==> config.mk <==
export PLATFORM = sky130hd
export DESIGN_NAME = rst_seq_ctrl
export DESIGN_NICKNAME = d
export VERILOG_FILES = /design/src/rtl/rst_seq_ctrl.sv
export SDC_FILE = /design/constraint.sdc
export NUM_CORES = 1
export LEC_CHECK = 0
export CAP_MARGIN = 10
export CORE_UTILIZATION = 54
export DETAILED_ROUTE_END_ITERATION = 6
export PLACE_DENSITY = 0.78
export SLEW_MARGIN = 40
export SYNTH_ARGS = -nofsm -noshare
export SYNTH_HDL_FRONTEND = slang
export SYNTH_SLANG_ARGS = --single-unit
export TNS_END_PERCENT = 100
==> constraint.sdc <==
create_clock -name clk -period 2.65 [get_ports clk]
set_input_delay 0.53 -clock clk [delete_from_list [all_inputs] [get_ports clk]]
set_output_delay 0.53 -clock clk [all_outputs]
set_load 0.01 [all_outputs]
==> src/rtl/rst_seq_ctrl.sv <==
// Reset sequencer and MMCM lock supervisor: waits for a stable lock, then releases mem -> periph -> core.
// Define RST_SEQ_LOCK_LOSS_CNT_EN to build the saturating lock-loss event counter on lock_loss_cnt.
module rst_seq_ctrl #(
    parameter int SYNC_STAGES     = 2,
    parameter int CNT_W           = 20,
    parameter int LOCK_STABLE_CYC = 1024,
    parameter int STEP_CYC        = 16,
    parameter int HOLD_CYC        = 64,
    parameter int DEBOUNCE_CYC    = 100000
) (
    input  logic       clk,
    input  logic       rst,
    input  logic       locked,
    input  logic       sw_rst_req,
    input  logic       btn_rst,
    output logic       rst_mem,
    output logic       rst_periph,
    output logic       rst_core,
    output logic       ready,
    output logic [2:0] state,
    output logic [7:0] lock_loss_cnt
);

    localparam logic [2:0] S_WAIT_LOCK  = 3'd0;
    localparam logic [2:0] S_SEQ_MEM    = 3'd1;
    localparam logic [2:0] S_SEQ_PERIPH = 3'd2;
    localparam logic [2:0] S_RUN        = 3'd3;
    localparam logic [2:0] S_HOLD       = 3'd4;

    // Terminal values: a wait of N cycles ends on the edge where the counter holds N-1.
    localparam logic [CNT_W-1:0] LOCK_LAST = CNT_W'(LOCK_STABLE_CYC - 1);
    localparam logic [CNT_W-1:0] STEP_LAST = CNT_W'(STEP_CYC - 1);
    localparam logic [CNT_W-1:0] HOLD_LAST = CNT_W'(HOLD_CYC - 1);
    localparam logic [CNT_W-1:0] DEB_LAST  = CNT_W'(DEBOUNCE_CYC - 1);
    localparam logic [CNT_W-1:0] CNT_ONE   = CNT_W'(1);
    localparam logic [CNT_W-1:0] CNT_MAX   = {CNT_W{1'b1}};

    function automatic logic [CNT_W-1:0] sat_inc(input logic [CNT_W-1:0] v);
        return (v == CNT_MAX) ? v : v + CNT_ONE;
    endfunction

    // Synchronizers for the two asynchronous inputs
    logic [SYNC_STAGES-1:0] lock_sync;
    logic [SYNC_STAGES-1:0] btn_sync;
    logic                   locked_s;
    logic                   btn_s;

    always_ff @(posedge clk) begin
        if (rst) begin
            lock_sync <= '0;
            btn_sync  <= '0;
        end else begin
            lock_sync <= {lock_sync[SYNC_STAGES-2:0], locked};
            btn_sync  <= {btn_sync[SYNC_STAGES-2:0], btn_rst};
        end
    end

    assign locked_s = lock_sync[SYNC_STAGES-1];
    assign btn_s    = btn_sync[SYNC_STAGES-1];

    // Button debounce; the request fires on the same edge the debounced level rises
    logic             btn_level;
    logic [CNT_W-1:0] deb_cnt;
    logic             deb_expire;
    logic             btn_req;

    assign deb_expire = (btn_s != btn_level) && (deb_cnt >= DEB_LAST);
    assign btn_req    = deb_expire && btn_s;

    always_ff @(posedge clk) begin
        if (rst) begin
            btn_level <= 1'b0;
            deb_cnt   <= '0;
        end else if (btn_s == btn_level) begin
            deb_cnt <= '0;
        end else if (deb_expire) begin
            btn_level <= btn_s;
            deb_cnt   <= '0;
        end else begin
            deb_cnt <= sat_inc(deb_cnt);
        end
    end

    // Sequencer FSM; one shared counter serves the stability, step and hold waits
    logic [2:0]       cur;
    logic [CNT_W-1:0] cyc_cnt;
    logic             seq_active;
    logic             lock_lost;
    logic             rst_request;

    assign seq_active  = (cur == S_SEQ_MEM) || (cur == S_SEQ_PERIPH) || (cur == S_RUN);
    assign lock_lost   = seq_active && !locked_s;
    assign rst_request = seq_active && (sw_rst_req || btn_req);

    always_ff @(posedge clk) begin
        if (rst) begin
            cur        <= S_WAIT_LOCK;
            cyc_cnt    <= '0;
            rst_mem    <= 1'b1;
            rst_periph <= 1'b1;
            rst_core   <= 1'b1;
            ready      <= 1'b0;
        end else if (lock_lost || rst_request) begin
            // Lock loss outranks a simultaneous reset request
            cur        <= lock_lost ? S_WAIT_LOCK : S_HOLD;
            cyc_cnt    <= '0;
            rst_mem    <= 1'b1;
            rst_periph <= 1'b1;
            rst_core   <= 1'b1;
            ready      <= 1'b0;
        end else begin
            case (cur)
                S_WAIT_LOCK: begin
                    if (!locked_s) begin
                        cyc_cnt <= '0;
                    end else if (cyc_cnt >= LOCK_LAST) begin
                        cur     <= S_SEQ_MEM;
                        cyc_cnt <= '0;
                        rst_mem <= 1'b0;
                    end else begin
                        cyc_cnt <= sat_inc(cyc_cnt);
                    end
                end
                S_SEQ_MEM: begin
                    if (cyc_cnt >= STEP_LAST) begin
                        cur        <= S_SEQ_PERIPH;
                        cyc_cnt    <= '0;
                        rst_periph <= 1'b0;
                    end else begin
                        cyc_cnt <= sat_inc(cyc_cnt);
                    end
                end
                S_SEQ_PERIPH: begin
                    if (cyc_cnt >= STEP_LAST) begin
                        cur      <= S_RUN;
                        cyc_cnt  <= '0;
                        rst_core <= 1'b0;
                        ready    <= 1'b1;
                    end else begin
                        cyc_cnt <= sat_inc(cyc_cnt);
                    end
                end
                S_RUN: begin
                    cyc_cnt <= '0;
                end
                S_HOLD: begin
                    if (cyc_cnt >= HOLD_LAST) begin
                        cur     <= S_WAIT_LOCK;
                        cyc_cnt <= '0;
                    end else begin
                        cyc_cnt <= sat_inc(cyc_cnt);
                    end
                end
                default: begin
                    cur        <= S_WAIT_LOCK;
                    cyc_cnt    <= '0;
                    rst_mem    <= 1'b1;
                    rst_periph <= 1'b1;
                    rst_core   <= 1'b1;
                    ready      <= 1'b0;
                end
            endcase
        end
    end

    assign state = cur;

`ifdef RST_SEQ_LOCK_LOSS_CNT_EN
    logic [7:0] loss_cnt;

    always_ff @(posedge clk) begin
        if (rst) begin
            loss_cnt <= 8'd0;
        end else if (lock_lost && (loss_cnt != 8'hFF)) begin
            loss_cnt <= loss_cnt + 8'd1;
        end
    end

    assign lock_loss_cnt = loss_cnt;
`else
    assign lock_loss_cnt = 8'd0;
`endif

endmodule

==> results_dict.tcl <==
set metrics [dict create \
    synth_ff_type "dfxtp_1" \
    tightest_slew_ns 0.776 \
    crit_chain "or4_4 -> nor4_4 -> a31oi_2 -> or3_1 -> buf_4 -> nor3_1" \
    setup_tns_ns 0 \
    post_drt_wl_per_cell_um 12.9 \
    async_flop_share_pct 0 \
    finalMaxSlewViolations 0 \
    finClkSkew_ns 0.00808 \
    total_power_mw 1.48 \
    maxCapViolCount 0 \
    avgViaCountPerCell 5.60 \
    coreArea_um2 4120 \
    critical_path_class "reg -> reg" \
    io_buffers 11 \
    pin_count 20 \
    areaGrowthSynthToFinish_pct 12.0 \
    final_hold_viol_count 0 \
    syn_area_um2 2390 \
    cts-buffers-inserted 5 \
    path_clk_slew_ns 0.09 \
    peakVddDrop_v 0.000315 \
    grt_pass1_vias 1629 \
    relSlewSlack_pct 47.0 \
    cp_num_buf_inv 1 \
    drtIter0Drc 105 \
    cts_resized 0 \
    fin_crit_sh_pct 81.8 \
    power_density_nw_per_um2 555 \
    final_nets 300 \
    hpwl_um 3230 \
    worstSetupStartpointType "register" \
    critical_path_required_ns 2.88 \
    dp_cells 336 \
    clock-sinks 52 \
    cts_tree "built" \
    drive_gt1_share_pct 7.48 \
    place.gp.congestion 0.829 \
    seq_area_um2 1040 \
    rsz0062_at_grt "no" \
    period_needed_ns 2.17 \
    synth_cell_types 47 \
    synth-seq-cells 52 \
    leakage_nw 0.872 \
    root_buffer "clkbuf_8" \
    post_cts_buffers 0 \
    start_util_pct 58.0 \
    cpLargestDelayFamily "simple AND/OR/NAND/NOR gates" \
    grt_first_pass_wirelength_um 7040 \
    multi_input_area_um2 1260 \
    yosys_warnings 0 \
    status "finished clean" \
    die_y_um 68.5 \
    critPathCaptureType "register" \
    die_w_um 68.5 \
    ant_nets 0 \
    clk_path_buf_depth 2 \
    vias 1927 \
    clock_latency_ns 0.31 \
    hold_path_class "reg -> reg" \
    cpPeakStageDelay_ns 0.56 \
    worstHoldPathCells 1 \
    fin_cells 344 \
    cp_num_cells 6 \
    firstDrtPassIters 4 \
    row_count 23 \
    dieArea_um2 4690 \
    netlist_instances 267 \
    overflow 0 \
    cts_max_level 2 \
    synth.avg_cell_area_um2 8.94 \
    setup_viol 0 \
    fmax_ghz 0.461 \
    rr_worst_depth 6 \
    routed_wl_um 4420 \
    cp.arrival_ns 2.40 \
    grt_use_total_pct 20.2 \
    antenna_found_initial 0 \
    slowest_stage "or4_4" \
    fill_cells 354 \
    grt_max_degree 17 \
    crit_fanout 8 \
    ys_seq_area_share_pct 43.6 \
    ctsHoldBuffers 0 \
    drcViolationCount 0 \
    synth-edff-count 0 \
    antenna-diode-count 0 \
]
-- cells in the final DEF (no fill, tap or decap), drive strengths merged, types with 10 or more instances in the layout --
cell type and count:
dfxtp 52, nor2 30, xnor2 22, nand2 21, conb 21, inv 12
nor3 11, a211oi 11, clkdlybuf4s50 11, a21oi 10
-- registers in the layout (all words and copies together), names as in the netlist --
register and count:
btn_sync 2, state 3, rst_core 1, rst_periph 1, ready 1, lock_sync 2, rst_mem 1, btn_level 1
cyc_cnt 20, deb_cnt 20
-- stage by stage --
stage | cell area, µm² | setup WS, ns | util, % | hold WS (ns)
floorplan | 2460 | 0.650 | - | 0.414
global placement | 2560 | 0.563 | 62.2 | 0.435
detailed placement | 2560 | 0.477 | 62.2 | 0.429
CTS | 2670 | 0.448 | 64.9 | 0.451
global route | 2670 | 0.350 | 64.9 | 0.464
finish | 2670 | 0.482 | 64.9 | 0.447
-- report_power, final --
part / switching [mW] / internal, mW / total [mW]
Clock: 0.257 / 0.279 / 0.536
Combinational: 0.0648 / 0.0575 / 0.122
Sequential: 0.0214 / 0.803 / 0.824
Total: 0.343 / 1.14 / 1.48
-- layout make-up --
type / count / area share (%)
well taps: 50 / 2.34
repair buffers: 17 / 5.81
inverters: 12 / 1.69
clock buffers: 5 / 2.57
multi-input cells: 205 / 47.1
clock inverters: 3 / 1.59
flip-flops and latches: 52 / 39.0
-- cells by family after synthesis --
group / count (synthesis) / synth area share, %
adder cells (fa/ha/maj): 2 / 1.05
flip-flops: 52 / 43.6
AO/OA/AOI/OAI: 51 / 16.2
XOR/XNOR: 22 / 8.08
multiplexers: 2 / 0.839
AND/OR/NAND/NOR: 107 / 23.2
other: 1 / 0.157
buffers and inverters: 30 / 6.82
-- metal layers --
metal,vias up,GRT usage (%),share of wire (%)
li1,979,-,-
met2,35,33.2,46
met3,9,4.83,4.2
met1,904,24.7,48
met5,-,0,0
met4,0,9.38,2.0
-- cell usage after synthesis, types with 2 or more instances --
cell | number | area share, %
dfxtp_1 | 52 | 44
a311oi_1 | 3 | 1.1
a211oi_1 | 11 | 3.5
and3_1 | 4 | 1.0
or3_1 | 4 | 1.0
nor3_1 | 11 | 2.3
o21ai_0 | 4 | 0.84
clkbuf_1 | 6 | 0.94
and2_1 | 3 | 0.79
a2111oi_0 | 8 | 2.9
inv_1 | 12 | 1.9
o21a_1 | 3 | 0.94
and4_1 | 2 | 0.73
nor2b_1 | 6 | 1.6
a21oi_1 | 10 | 2.1
nand2_1 | 21 | 3.3
ha_1 | 2 | 1.0
nor2_1 | 30 | 4.7
nor4_1 | 4 | 1.0
nand3_1 | 6 | 1.3
nand4_1 | 9 | 2.4
buf_4 | 8 | 2.5
or4_1 | 2 | 0.63
xnor2_1 | 22 | 8.1
mux2i_1 | 2 | 0.84
-- path summary, 6_finish.rpt --
path,start,slack [ns],end
worst max-delay path,deb_cnt[11],0.48,deb_cnt[12]
worst min-delay path,lock_sync[0],0.45,lock_sync[1]
worst max register to register,deb_cnt[11],0.48,deb_cnt[12]
worst min register to register,lock_sync[0],0.45,lock_sync[1]
Note: power is estimated with default switching activity, not from simulation.
